$ cat src/rtl/note_timer.sv
// note_timer: note-duration and articulation engine.
//
// Times the currently fetched score word against a live BPM and drives the
// 4-bit envelope for the tone stage. At note end it holds DONE high for
// DONE_HOLD cycles, which advances the score fetch. LOAD_WAIT PLAY-cycles later
// it samples the next NOTE/MODE.
//
// Ports:
//   CLK          system clock
//   RST_N        asynchronous active-low reset
//   BPM[7:0]     tempo, read live every cycle (0 is treated as 1)
//   MODE[1:0]    00 normal, 01 staccato, 10 slurred, 11 normal
//   NOTE[3:0]    note length in sixteenths, 0 = command word (no sound)
//   PLAY         1 run, 0 pause (everything freezes, VOL masked to 0)
//   VOL[3:0]     envelope level to the tone stage
//   DONE         note-end strobe. It is a level held DONE_HOLD active cycles,
//                with no back-pressure: downstream must sample it, not ack it
//   o_dbg_state  FSM state (0 LOAD, 1 SOUND, 2 DONE_ST)
//
// Optional build macro ENV_DECAY_EN: normal and slurred notes decay by one
// level per sixteenth, with a floor of 4. Staccato is unaffected.
module note_timer #(
  parameter int unsigned SUB_DIV   = 187500000,
  parameter int unsigned VOL_MAX   = 15,
  parameter int unsigned DONE_HOLD = 16,
  parameter int unsigned LOAD_WAIT = 32
) (
  input  logic       CLK,
  input  logic       RST_N,
  input  logic [7:0] BPM,
  input  logic [1:0] MODE,
  input  logic [3:0] NOTE,
  input  logic       PLAY,
  output logic [3:0] VOL,
  output logic       DONE,
  output logic [1:0] o_dbg_state
);

  typedef enum logic [1:0] {
    ST_LOAD  = 2'd0,
    ST_SOUND = 2'd1,
    ST_DONE  = 2'd2
  } state_t;

  localparam int          WAIT_W = (LOAD_WAIT > 1) ? $clog2(LOAD_WAIT) : 1;
  localparam int          HOLD_W = $clog2(DONE_HOLD + 1);
  localparam logic [31:0] DIV    = 32'(SUB_DIV);
  localparam logic [3:0]  VMAX   = 4'(VOL_MAX);

  state_t            r_state, w_state_nxt;
  logic [31:0]       r_acc, w_acc_nxt;
  logic [6:0]        r_sub_cnt, w_sub_cnt_nxt;
  logic [6:0]        r_total, w_total_nxt;
  logic [1:0]        r_md, w_md_nxt;
  logic [WAIT_W-1:0] r_wait_cnt, w_wait_nxt;
  logic [HOLD_W-1:0] r_hold_cnt, w_hold_nxt;
  logic [3:0]        r_vol, w_vol_nxt;
  logic              r_done, w_done_nxt;

  logic [7:0]        w_bpm_eff;
  logic [32:0]       w_sum;
  logic              w_stick;
  logic [3:0]        w_level;
  logic [3:0]        w_shape;

  // Sub-tick generator. acc stays below SUB_DIV, so the 33-bit sum cannot
  // overflow and the wrapped remainder always fits back into 32 bits.
  assign w_bpm_eff = (BPM == 8'd0) ? 8'd1 : BPM;
  assign w_sum     = {1'b0, r_acc} + {25'd0, w_bpm_eff};
  assign w_stick   = (r_state == ST_SOUND) && PLAY && (w_sum >= {1'b0, DIV});

  // Sounding level before articulation.
`ifdef ENV_DECAY_EN
  logic [4:0] w_decay;
  assign w_decay = {1'b0, VMAX} - {1'b0, r_sub_cnt[6:3]};
  always_comb begin
    w_level = VMAX;
    if (r_md != 2'b01) begin
      if (w_decay[4] || (w_decay[3:0] < 4'd4)) w_level = 4'd4;
      else                                      w_level = w_decay[3:0];
    end
  end
`else
  assign w_level = VMAX;
`endif

  // Articulation shape from the current sub-tick count. It is registered into
  // r_vol, so VOL trails a sub_cnt change by one cycle. total >= 8 whenever
  // this is used, so total-1 cannot underflow.
  always_comb begin
    w_shape = 4'd0;
    unique case (r_md)
      2'b01:   w_shape = (r_sub_cnt < {1'b0, r_total[6:1]}) ? w_level : 4'd0;
      2'b10:   w_shape = w_level;
      default: w_shape = (r_sub_cnt < (r_total - 7'd1)) ? w_level : 4'd0;
    endcase
  end

  always_comb begin
    w_state_nxt   = r_state;
    w_acc_nxt     = r_acc;
    w_sub_cnt_nxt = r_sub_cnt;
    w_total_nxt   = r_total;
    w_md_nxt      = r_md;
    w_wait_nxt    = r_wait_cnt;
    w_hold_nxt    = r_hold_cnt;
    w_vol_nxt     = 4'd0;
    w_done_nxt    = r_done;
    unique case (r_state)
      ST_LOAD: begin
        if (PLAY) begin
          if (r_wait_cnt == WAIT_W'(LOAD_WAIT - 1)) begin
            w_wait_nxt = '0;
            w_md_nxt   = MODE;
            if (NOTE == 4'd0) begin
              w_state_nxt = ST_DONE;
            end else begin
              w_total_nxt   = {NOTE, 3'b000};
              w_sub_cnt_nxt = 7'd0;
              w_acc_nxt     = 32'd0;
              w_state_nxt   = ST_SOUND;
            end
          end else begin
            w_wait_nxt = r_wait_cnt + WAIT_W'(1);
          end
        end
      end
      ST_SOUND: begin
        w_vol_nxt = w_shape;
        if (PLAY) begin
          if (w_stick) begin
            w_acc_nxt     = w_sum[31:0] - DIV;
            w_sub_cnt_nxt = r_sub_cnt + 7'd1;
            if ((r_sub_cnt + 7'd1) == r_total) begin
              w_state_nxt = ST_DONE;
              w_vol_nxt   = 4'd0;
              w_hold_nxt  = '0;
            end
          end else begin
            w_acc_nxt = w_sum[31:0];
          end
        end
      end
      ST_DONE: begin
        // Completion does not wait for PLAY, so a pause can never stretch the
        // final edge. Hold counting before that point does freeze.
        if (r_hold_cnt == HOLD_W'(DONE_HOLD)) begin
          w_done_nxt  = 1'b0;
          w_hold_nxt  = '0;
          w_state_nxt = ST_LOAD;
        end else if (PLAY) begin
          w_done_nxt = 1'b1;
          w_hold_nxt = r_hold_cnt + HOLD_W'(1);
        end
      end
      default: w_state_nxt = ST_LOAD;
    endcase
  end

  always_ff @(posedge CLK or negedge RST_N) begin
    if (!RST_N) begin
      r_state    <= ST_LOAD;
      r_acc      <= 32'd0;
      r_sub_cnt  <= 7'd0;
      r_total    <= 7'd0;
      r_md       <= 2'd0;
      r_wait_cnt <= '0;
      r_hold_cnt <= '0;
      r_vol      <= 4'd0;
      r_done     <= 1'b0;
    end else begin
      r_state    <= w_state_nxt;
      r_acc      <= w_acc_nxt;
      r_sub_cnt  <= w_sub_cnt_nxt;
      r_total    <= w_total_nxt;
      r_md       <= w_md_nxt;
      r_wait_cnt <= w_wait_nxt;
      r_hold_cnt <= w_hold_nxt;
      r_vol      <= w_vol_nxt;
      r_done     <= w_done_nxt;
    end
  end

  // Pause mutes the tone stage at once, without waiting for a clock edge.
  assign VOL         = r_vol & {4{PLAY}};
  assign DONE        = r_done;
  assign o_dbg_state = r_state;

endmodule

$ cat config.mk
export PLATFORM = sky130hd
export DESIGN_NAME = note_timer
export DESIGN_NICKNAME = d
export VERILOG_FILES = /design/src/rtl/note_timer.sv
export SDC_FILE = /design/constraint.sdc
export NUM_CORES = 1
export LEC_CHECK = 0
export CAP_MARGIN = 15
export CORE_ASPECT_RATIO = 2
export CORE_MARGIN = 2
export CORE_UTILIZATION = 30
export DETAILED_ROUTE_END_ITERATION = 10
export HOLD_SLACK_MARGIN = 0.12
export PLACE_DENSITY = 0.48
export RECOVER_POWER = 50
export SLEW_MARGIN = 20
export SYNTH_ARGS = -nofsm -noshare
export SYNTH_HDL_FRONTEND = slang
export SYNTH_SLANG_ARGS = --single-unit
export TNS_END_PERCENT = 5
$ cat constraint.sdc
create_clock -name CLK -period 4.23 [get_ports CLK]
set_input_delay 0.846 -clock CLK [delete_from_list [all_inputs] [get_ports CLK]]
set_output_delay 0.846 -clock CLK [all_outputs]
set_load 0.01 [all_outputs]
# Word-level counts from Yosys, hierarchy flattened
# Cells that the tools add are included.
# op_classes
add_sub_neg,6
magnitude_cmp,3
eq_ne,15
n_mux,37
bitwise_logic,2
n_reduce_logical,16
# op_table
op,n
32-bit two-way mux,5
32-bit one-hot mux with 2 select lines,1
7-bit two-way mux,5
32-bit by 8-bit adder with 33-bit output,1
33-bit by 28-bit >= comparator with 1-bit output (second input constant),1
32-bit by 28-bit subtractor with 32-bit output (second input constant),1
5-bit two-way mux,6
4-bit two-way mux,6
2-bit two-way mux,7
7-bit one-hot mux with 2 select lines,1
2-bit inequality test (second input constant),6
6-bit AND reduction,2
5-bit by 1-bit adder with 5-bit output (second input constant),2
5-bit equality test (second input constant),2
5-bit one-hot mux with 2 select lines,1
5-bit AND reduction,2
8-bit logical NOT,1
8-bit two-way mux,1
4-bit one-hot mux with 2 select lines,1
7-bit by 1-bit adder with 7-bit output (second input constant),1
7-bit equality test,1
7-bit by 6-bit less-than comparator with 1-bit output,1
7-bit less-than comparator,1
7-bit by 1-bit subtractor with 7-bit output (second input constant),1
other kinds (15),22
# totals
reg_bits,62
input_bits,17
output_inout_bits,7
word_cells,88

# Logic depth before layout (Yosys ltp)
# Gate-level depths: netlist of run 1.
# depth
ltp_word,8
ltp_mapped,18
depth_no_buf,17

# Worst setup path after synthesis of run 1
# No wires, ideal clock.
# synth_timing
path_type,input port to flip-flop
start,in BPM[1]
end,reg r_acc[25]
setup_ns,0.137
arrival_time_ns,4.497
t_required_ns,4.093
setup_slack_ns,-0.404
path_stages,17
path_buffers,1
cell_sequence,nor3_1 > a21o_1 > ha_1 > fa_1 > a211oi_2 > o211ai_1 > a2111oi_0 > a221oi_4 > a211oi_2 > nand3_1 > or3_4 > o211a_4 > buf_6 > o21ai_2 > o21ai_1 > a2111oi_1 > a31oi_1
# synth_via
elab_chain_cells,8
word_cells_on_any_way,9
cone_classes,2 x add/sub; 1 x order compare; 4 x mux; 2 x reduce/logical
# synth_lines
element,line,source
"start, declared",30,"input logic [7:0] BPM,"
8-bit logical NOT,68,assign w_bpm_eff = (BPM == 8'd0) ? 8'd1 : BPM;
8-bit two-way mux *,68,
32-bit by 8-bit adder with 33-bit output *,69,"assign w_sum = {1'b0, r_acc} + {25'd0, w_bpm_eff};"
33-bit by 28-bit >= comparator with 1-bit output,70,"assign w_stick = (r_state == ST_SOUND) && PLAY && (w_sum >= {1'b0, DIV});"
1-bit logical AND,70,
32-bit two-way mux *,131,if (w_stick) begin
32-bit two-way mux *,130,if (PLAY) begin
32-bit one-hot mux with 2 select lines *,109,unique case (r_state)
"end signal, assigned",173,r_acc <= w_acc_nxt;
"end, declared",51,"logic [31:0] r_acc, w_acc_nxt;"
# Every way passes the cells marked *; elsewhere a longest branch is shown, timed or not. The select of a mux whose other input is x is not followed.
# A chain may end at the register's enable or synchronous reset.

# Worst setup path in the final report of run 1
# layout_timing
start,in BPM[3]
end,reg r_acc[11]
# The elaborated chain is that of the path after synthesis.

==> impl_metrics.ini, run 1 <==
[clock_tree]
clockBufferDepth = 2
holdBufCountCts = 0
cts_buffers = 9
clk_latency_ps = 340
cts_tree = done
htreeDepth = 3
clock_sinks = 59
clkTransAtPathRegs_ps = 60
cts_root_buffer = clkbuf_16

[sta]
setup_viol_count_final = 22
period_share_pct = 105
holdWs_ps = 485
finalHoldViolations = 0
slew_viol_final = 40
fin_ws_ps = -195
fmax_mhz = 226
setup_tns_ps = -1740
worst_pin_slew_ps = 2300
period_needed_ps = 4420
maxSlewHeadroom_pct = -53.4
rsz0062_at_grt = yes
fin_skew_ps = 6.98

[final_layout]
areaGrowthSynthToFinish_pct = 44.5
stdcell_area_um2 = 7300
drive_gt1_share_pct = 33.3
utilization_pct = 44.0
fillers = 1662
post_layout_nonfiller_instances = 976
diodes = 0
layout.nets = 806

[floorplan]
die_h_um = 187
start_util_pct = 30.4
rows = 67
io_pins = 24
dieArea_um2 = 17900
die_w_um = 95.7
coreArea_um2 = 16600

[power]
p_per_area_nw_per_um2 = 785
p_sw_share_pct = 42.4
p_int_mw = 3.30
seq_power_share_pct = 19.3
power_leakage_nw = 3.22
clkPwrFrac_pct = 16.6
ir_worst_vdd_mv = 0.380
p_total_mw = 5.73
switchingPower_mw = 2.43
p_comb_share_pct = 64.0

[synth]
syn-cell-area_um2 = 5050
yosysSeqAreaShare_pct = 29.2
yosys.cell_types.count = 77
synth_edf_count = 0
synth_flop_cell = dfrtp_1
mappedNetlistNets = 643
synthArstFlopShare_pct = 100
syn_inst = 601
ys_warn_count = 0
synth_seq_cells = 59
syn_avg_cell_area_um2 = 8.40

[global_route]
gr-total-overflow = 0
grt_pass1_vias = 5209
grt_use_total_pct = 19.0
antenna_found_initial = 0
grt_pass1_wl_mm = 26.6
grt_max_degree = 40

[critical_path]
cp-start-kind = primary input
cp_cell_sequence = buf_6 > nor3_2 > a21o_1 > ha_4 > fa_2 > a211oi_4 > o211ai_1 > nand2_1 > buf_4 > a41oi_2 > o32a_1 > or3b_4 > or3_4 > o211a_4 > buf_6 > o21ai_4 > o21ai_2 > or3_1 > o21ai_1
crit_top_cell = buf_6
critPathBufInv = 3
worst_ep_arrival_time_ps = 4690
path_delay_family = compound AO/OA/AOI/OAI gates
crit_type = in2reg
critPathCaptureType = flop
cpMaxStageDelayCell = or3_4
cp.required_ps = 4500
max_stage_delay_ps = 440
cp_max_fo = 8

[place]
pre_cts_ws_ps = -1230
dp.cells = 938
port_buffers = 23
gp_congestion = 0.849
dpl-instance-area_um2 = 6460
dp_hpwl_mm = 12.1

[run_status]
status = complete, but fails checks
violations = capacitance limit, slew limit, setup timing

[detailed_routing]
wirelength_met1_mm = 7.12
drtPass1Iterations = 5
detailedRoute.firstIterationViolations = 243
met2WireLength_mm = 8.40
routedWlPerCell_um = 16.9
drcViolationCount = 0
maxUsedRoutingLayer = met4
via_per_inst = 5.29
dr_total_vias = 5163
wl_mm = 16.5
postRouteAntennaNets = 0
route.met3.wl_um = 407

[worst_hold_path]
min_path_type = reg2reg

[run]
max_cap_violations = 1
## power groups by stage
stage	Combinational [mW]	Clock [mW]	Sequential [mW]
6_report	3.67	0.953	1.11
4_1_cts	3.52	0.972	1.10
3_3_place_gp	3.13	0	1.10
5_1_grt	4.01	0.998	1.14
3_5_place_dp	3.15	0	1.10
2_1_floorplan	1.94	0	0.991
## per-layer routing
layer | vias to the layer above | GRT usage, %
met5 | - | 0
met4 | 0 | 6.92
met3 | 39 | 2.26
met2 | 88 | 32.2
met1 | 2508 | 24.2
li1 | 2528 | -
## kinds of logic (layout without fill, tap and decap cells)
kind of cell    after synthesis  in the layout  synth area share [%]
mux                           6              6                  1.26
simple gates                227            227                  23.2
flops                        59             59                  29.2
compound gates              179            180                  25.9
buf+inv                      51            218                  4.53
xor+xnor                     54             54                  9.51
fa+ha+maj                    25             25                  6.34
## timing repair
action / CTS / global route
setup endpoints to repair: 42 / 42
cloned: 1 / 0
gates resized for setup: 83 / 33
buffers inserted: 23 / 0
pin swaps: 37 / 17
## flip-flops by register name (all words and copies together), names as in the netlist
name         cells
r_acc           32
o_dbg_state      2
r_vol            1
r_sub_cnt        7
r_hold_cnt       5
r_total          4
r_wait_cnt       5
r_md             2
DONE             1
## placed cells by master, fill, tap and decap left out, types with 6 or more instances in the layout
| master | count |
|---|---|
| or3_1 | 8 |
| clkdlybuf4s50_1 | 13 |
| a22o_1 | 13 |
| a21oi_1 | 22 |
| buf_4 | 148 |
| ha_1 | 23 |
| clkbuf_16 | 9 |
| inv_1 | 21 |
| a21o_1 | 10 |
| nor2_1 | 38 |
| nor3_1 | 17 |
| nand4_1 | 8 |
| dfrtp_1 | 59 |
| o21ai_1 | 18 |
| buf_6 | 15 |
| nand3_1 | 24 |
| o21ai_0 | 35 |
| xnor2_1 | 30 |
| and2_1 | 8 |
| and3_1 | 9 |
| nor2_4 | 6 |
| xor2_1 | 20 |
| nand2_1 | 63 |
## cell type report
class | count | area (um2) | area share, %
Timing Repair Buffer | 181 | 1450 | 19.8
Tap cell | 207 | 259 | 3.55
Clock inverter | 7 | 146 | 2.01
Inverter | 21 | 78.8 | 1.08
Multi-Input combinational cell | 492 | 3660 | 50.2
Clock buffer | 9 | 225 | 3.09
Sequential cell | 59 | 1480 | 20.2
## worst paths after layout
check	depth (start not counted)	start	slack, ps	end
setup / recovery	19	BPM[3]	-190	r_acc[11]
hold / removal	2	r_wait_cnt[4]	490	r_wait_cnt[4]
setup reg to reg	15	r_acc[2]	140	r_acc[11]
hold reg to reg	2	r_wait_cnt[4]	490	r_wait_cnt[4]
max in group asynchronous	2	RST_N	1030	r_sub_cnt[6]
min in group asynchronous	1	RST_N	1200	r_wait_cnt[3]
## Yosys cell counts (8+ instances only)
cell | count | share of area, %
a21o_1 | 10 | 1.5
a21oi_1 | 24 | 2.4
a22o_1 | 13 | 2.3
and2_1 | 8 | 0.99
and3_1 | 10 | 1.2
buf_2 | 8 | 0.79
clkbuf_1 | 15 | 1.1
dfrtp_1 | 59 | 29
ha_1 | 24 | 5.9
inv_1 | 21 | 1.6
nand2_1 | 64 | 4.8
nand3_1 | 24 | 2.4
nand4_1 | 8 | 0.99
nor2_1 | 45 | 3.3
nor3_1 | 20 | 2.0
o21ai_0 | 47 | 4.7
o21ai_1 | 10 | 0.99
or3_1 | 8 | 0.99
xnor2_1 | 32 | 5.6
xor2_1 | 21 | 3.6
## worst reg2reg max path, cell delays in order, from the launching register on
cell,delay (ps)
dfrtp_1,400
ha_1,420
buf_4,150
o211ai_2,100
o2111ai_1,380
nand3_1,220
xor2_1,240
nand4_1,200
or4_1,440
or3_4,420
o211a_4,240
buf_6,160
o21ai_4,130
o21ai_2,80
or3_1,360
o21ai_1,70
Power figures use the tool's default switching activity.
==> run 2: changes to the inputs <==
- CAP_MARGIN: 15 -> 10
==> results of run 2 <==
Final layout, timing and power as in run 1 (identical DEF).
==> RTL edit: new RTL, settings of run 1 <==
Register the inputs `BPM`, `MODE`, `NOTE` and `PLAY` before use, cleared by the reset. The logic sees them one clock later. Comments in the files are not updated.
--- a/src/rtl/note_timer.sv
+++ b/src/rtl/note_timer.sv
@@ -49,2 +49,21 @@
 
+  logic [7:0] BPM_q;
+  logic [1:0] MODE_q;
+  logic [3:0] NOTE_q;
+  logic PLAY_q;
+
+  always_ff @(posedge CLK or negedge RST_N) begin
+    if (!RST_N) begin
+      BPM_q  <= '0;
+      MODE_q <= '0;
+      NOTE_q <= '0;
+      PLAY_q <= '0;
+    end else begin
+      BPM_q  <= BPM;
+      MODE_q <= MODE;
+      NOTE_q <= NOTE;
+      PLAY_q <= PLAY;
+    end
+  end
+
   state_t            r_state, w_state_nxt;
@@ -67,5 +86,5 @@
   // overflow and the wrapped remainder always fits back into 32 bits.
-  assign w_bpm_eff = (BPM == 8'd0) ? 8'd1 : BPM;
+  assign w_bpm_eff = (BPM_q == 8'd0) ? 8'd1 : BPM_q;
   assign w_sum     = {1'b0, r_acc} + {25'd0, w_bpm_eff};
-  assign w_stick   = (r_state == ST_SOUND) && PLAY && (w_sum >= {1'b0, DIV});
+  assign w_stick   = (r_state == ST_SOUND) && PLAY_q && (w_sum >= {1'b0, DIV});
 
@@ -110,10 +129,10 @@
       ST_LOAD: begin
-        if (PLAY) begin
+        if (PLAY_q) begin
           if (r_wait_cnt == WAIT_W'(LOAD_WAIT - 1)) begin
             w_wait_nxt = '0;
-            w_md_nxt   = MODE;
-            if (NOTE == 4'd0) begin
+            w_md_nxt   = MODE_q;
+            if (NOTE_q == 4'd0) begin
               w_state_nxt = ST_DONE;
             end else begin
-              w_total_nxt   = {NOTE, 3'b000};
+              w_total_nxt   = {NOTE_q, 3'b000};
               w_sub_cnt_nxt = 7'd0;
@@ -129,3 +148,3 @@
         w_vol_nxt = w_shape;
-        if (PLAY) begin
+        if (PLAY_q) begin
           if (w_stick) begin
@@ -150,3 +169,3 @@
           w_state_nxt = ST_LOAD;
-        end else if (PLAY) begin
+        end else if (PLAY_q) begin
           w_done_nxt = 1'b1;
@@ -184,3 +203,3 @@
   // Pause mutes the tone stage at once, without waiting for a clock edge.
-  assign VOL         = r_vol & {4{PLAY}};
+  assign VOL         = r_vol & {4{PLAY_q}};
   assign DONE        = r_done;
Check against the original RTL: no difference found for any inputs over 10 cycles, from zero or initial values and one cycle with RST_N low; that may be too few to reach the edited logic, so the function may still have changed.
==> RTL edit against run 1 <==
The run still ends with max-capacitance violations, max-slew violations, negative setup slack left; sequential cell count rose by 15; cell area increased by 2.4%; sequential share of layout area increased by 4.5 points; clock skew grew 0.0045 ns; worst setup slack better by 0.15 ns; synthesized area increased by 9.0%; wire length up 10%; synthesized cell count grew 4.5%; global-route usage up 0.16 points; critical path type is now reg -> reg; largest cell class unchanged.
Power is not compared: it rests on default switching activity, and its combinational part moved more than twofold at a synthesized area within 25%.
==> RTL edit: results <==
[run_status]
outcome = complete, but fails checks
violations = max-capacitance violations, max-slew violations, negative setup slack

[floorplan]
die_area_um2 = 19520

[synthesis]
synth_common_cells = 74 x dfrtp_1, 64 x nand2_1, 49 x o21ai_0
synth.avg_cell_area_um2 = 8.768
yosys-top-cells-area = dfrtp_1 34%, ha_1 5.5%, o21ai_0 4.5%
syn-num-nets = 670
ys_types = 86
ys_seq_area_share_pct = 33.63

[pwr]
p_leak_nw = 3.290

[layout]
drive_above_1_share_pct = 31.50
fill_cells = 1789
area_growth_pct = 35.74
nets = 784
top_regs = r_acc (32), BPM_q (8), r_sub_cnt (7)
fin_cells = 962

[route]
drt-initial-drc-count = 281
wire_per_inst_um = 18.95
vias = 5294

[sta]
slew_headroom_pct = -28.17
skew_ns = 0.01152
fin_ws_ns = -0.04449
setup_violations = 3
slew_violations = 75

[place]
gp_congestion = 0.9016
placed_cells = 921
place_area_um2 = 6506
post-dp-hpwl_mm = 13.51

[worst_setup_path]
max_stage_delay_ns = 0.47
cp_slowest_cell = or4_4
cp_max_fo = 4
critical_path.top_delay_family = simple AND/OR/NAND/NOR gates

[global_route]
first_global_vias = 5548
grt_pass1_wl_mm = 28.82

[run]
drv_cap = 1
[RTL edit: cell types whose count changed after synthesis, sizes merged, moves of 6 or more]
cell,change
nor2,-7
a31oi,+11
clkbuf,+6
xnor2,-8
nor4,+8
dfrtp,+15
and3,+7
nand3,+7
[RTL edit: area by class of cell]
| type | instances | area, µm² | share of cell area [%] |
|---|---|---|---|
| Clock buffer | 11 | 252.7 | 3.381 |
| Clock inverter | 4 | 26.28 | 0.3515 |
| Inverter | 16 | 60.06 | 0.8035 |
| Multi-Input combinational cell | 501 | 3826 | 51.19 |
| Sequential cell | 74 | 1852 | 24.77 |
| Tap cell | 216 | 270.3 | 3.616 |
| Timing Repair Buffer | 140 | 1187 | 15.89 |
[RTL edit: power breakdown]
group	leakage, nW	switching (W)	total (W)	internal, W
Clock	0.138	0.000322	0.000748	0.000426
Combinational	2.18	0.000813	0.00154	0.000730
Sequential	0.975	0.0000951	0.000903	0.000808
[RTL edit: routing by layer]
metal	up-vias	track usage (%)	part of all wire [%]
met4	0	11.06	4.8
met5	-	0	0
met3	46	2.291	2.0
li1	2516	-	-
met2	97	38.64	59
met1	2635	17.36	34
[RTL edit: cells by family (layout without fill, tap and decap cells)]
group	Yosys count	after routing	synth area share, %
multiplexers	9	9	1.795
XOR/XNOR	45	45	7.294
adder cells (fa/ha/maj)	25	25	5.817
AND/OR/NAND/NOR	247	247	23.99
buffers and inverters	53	171	4.613
flip-flops	74	74	33.63
AO/OA/AOI/OAI	175	175	22.86
[RTL edit: path summary, 6_finish.rpt]
| path | from | end | slack, ns | depth (start not counted) |
|---|---|---|---|---|
| max reg2reg | BPM_q[4] | r_acc[24] | -0.04 | 19 |
| min in group asynchronous | RST_N | r_wait_cnt[2] | 1.04 | 1 |
| max | BPM_q[4] | r_acc[24] | -0.04 | 19 |
| min | r_wait_cnt[4] | r_wait_cnt[4] | 0.48 | 2 |
| min reg2reg | r_wait_cnt[4] | r_wait_cnt[4] | 0.48 | 2 |
| max in group asynchronous | RST_N | BPM_q[0] | 2.06 | 1 |
[RTL edit: repair_timing]
action                                  in CTS  in global routing
buffers inserted                            16                 10
pin swaps                                   37                 39
resized for setup                           69                 49
endpoints found under the setup margin      41                 39
[RTL edit: worst reg2reg max path: cells and delay by family (launching register included)]
family	cells	cell delay (ns)
AND/OR/NAND/NOR	8	1.94
AO/OA/AOI/OAI	6	1.00
buffers and inverters	3	0.47
adder cells (fa/ha/maj)	2	0.42
flip-flops	1	0.39
[RTL edit: per-stage QoR]
step	setup slack [ns]	TNS [ns]	hold slack (ns)
2_1_floorplan	0.05433	0	0.4438
3_3_place_gp	-0.3058	-5.514	0.4632
3_5_place_dp	-0.3549	-8.039	0.4713
4_1_cts	-0.09010	-0.5331	0.4857
5_1_grt	-0.2360	-5.844	0.4996
6_report	-0.04449	-0.05290	0.4844
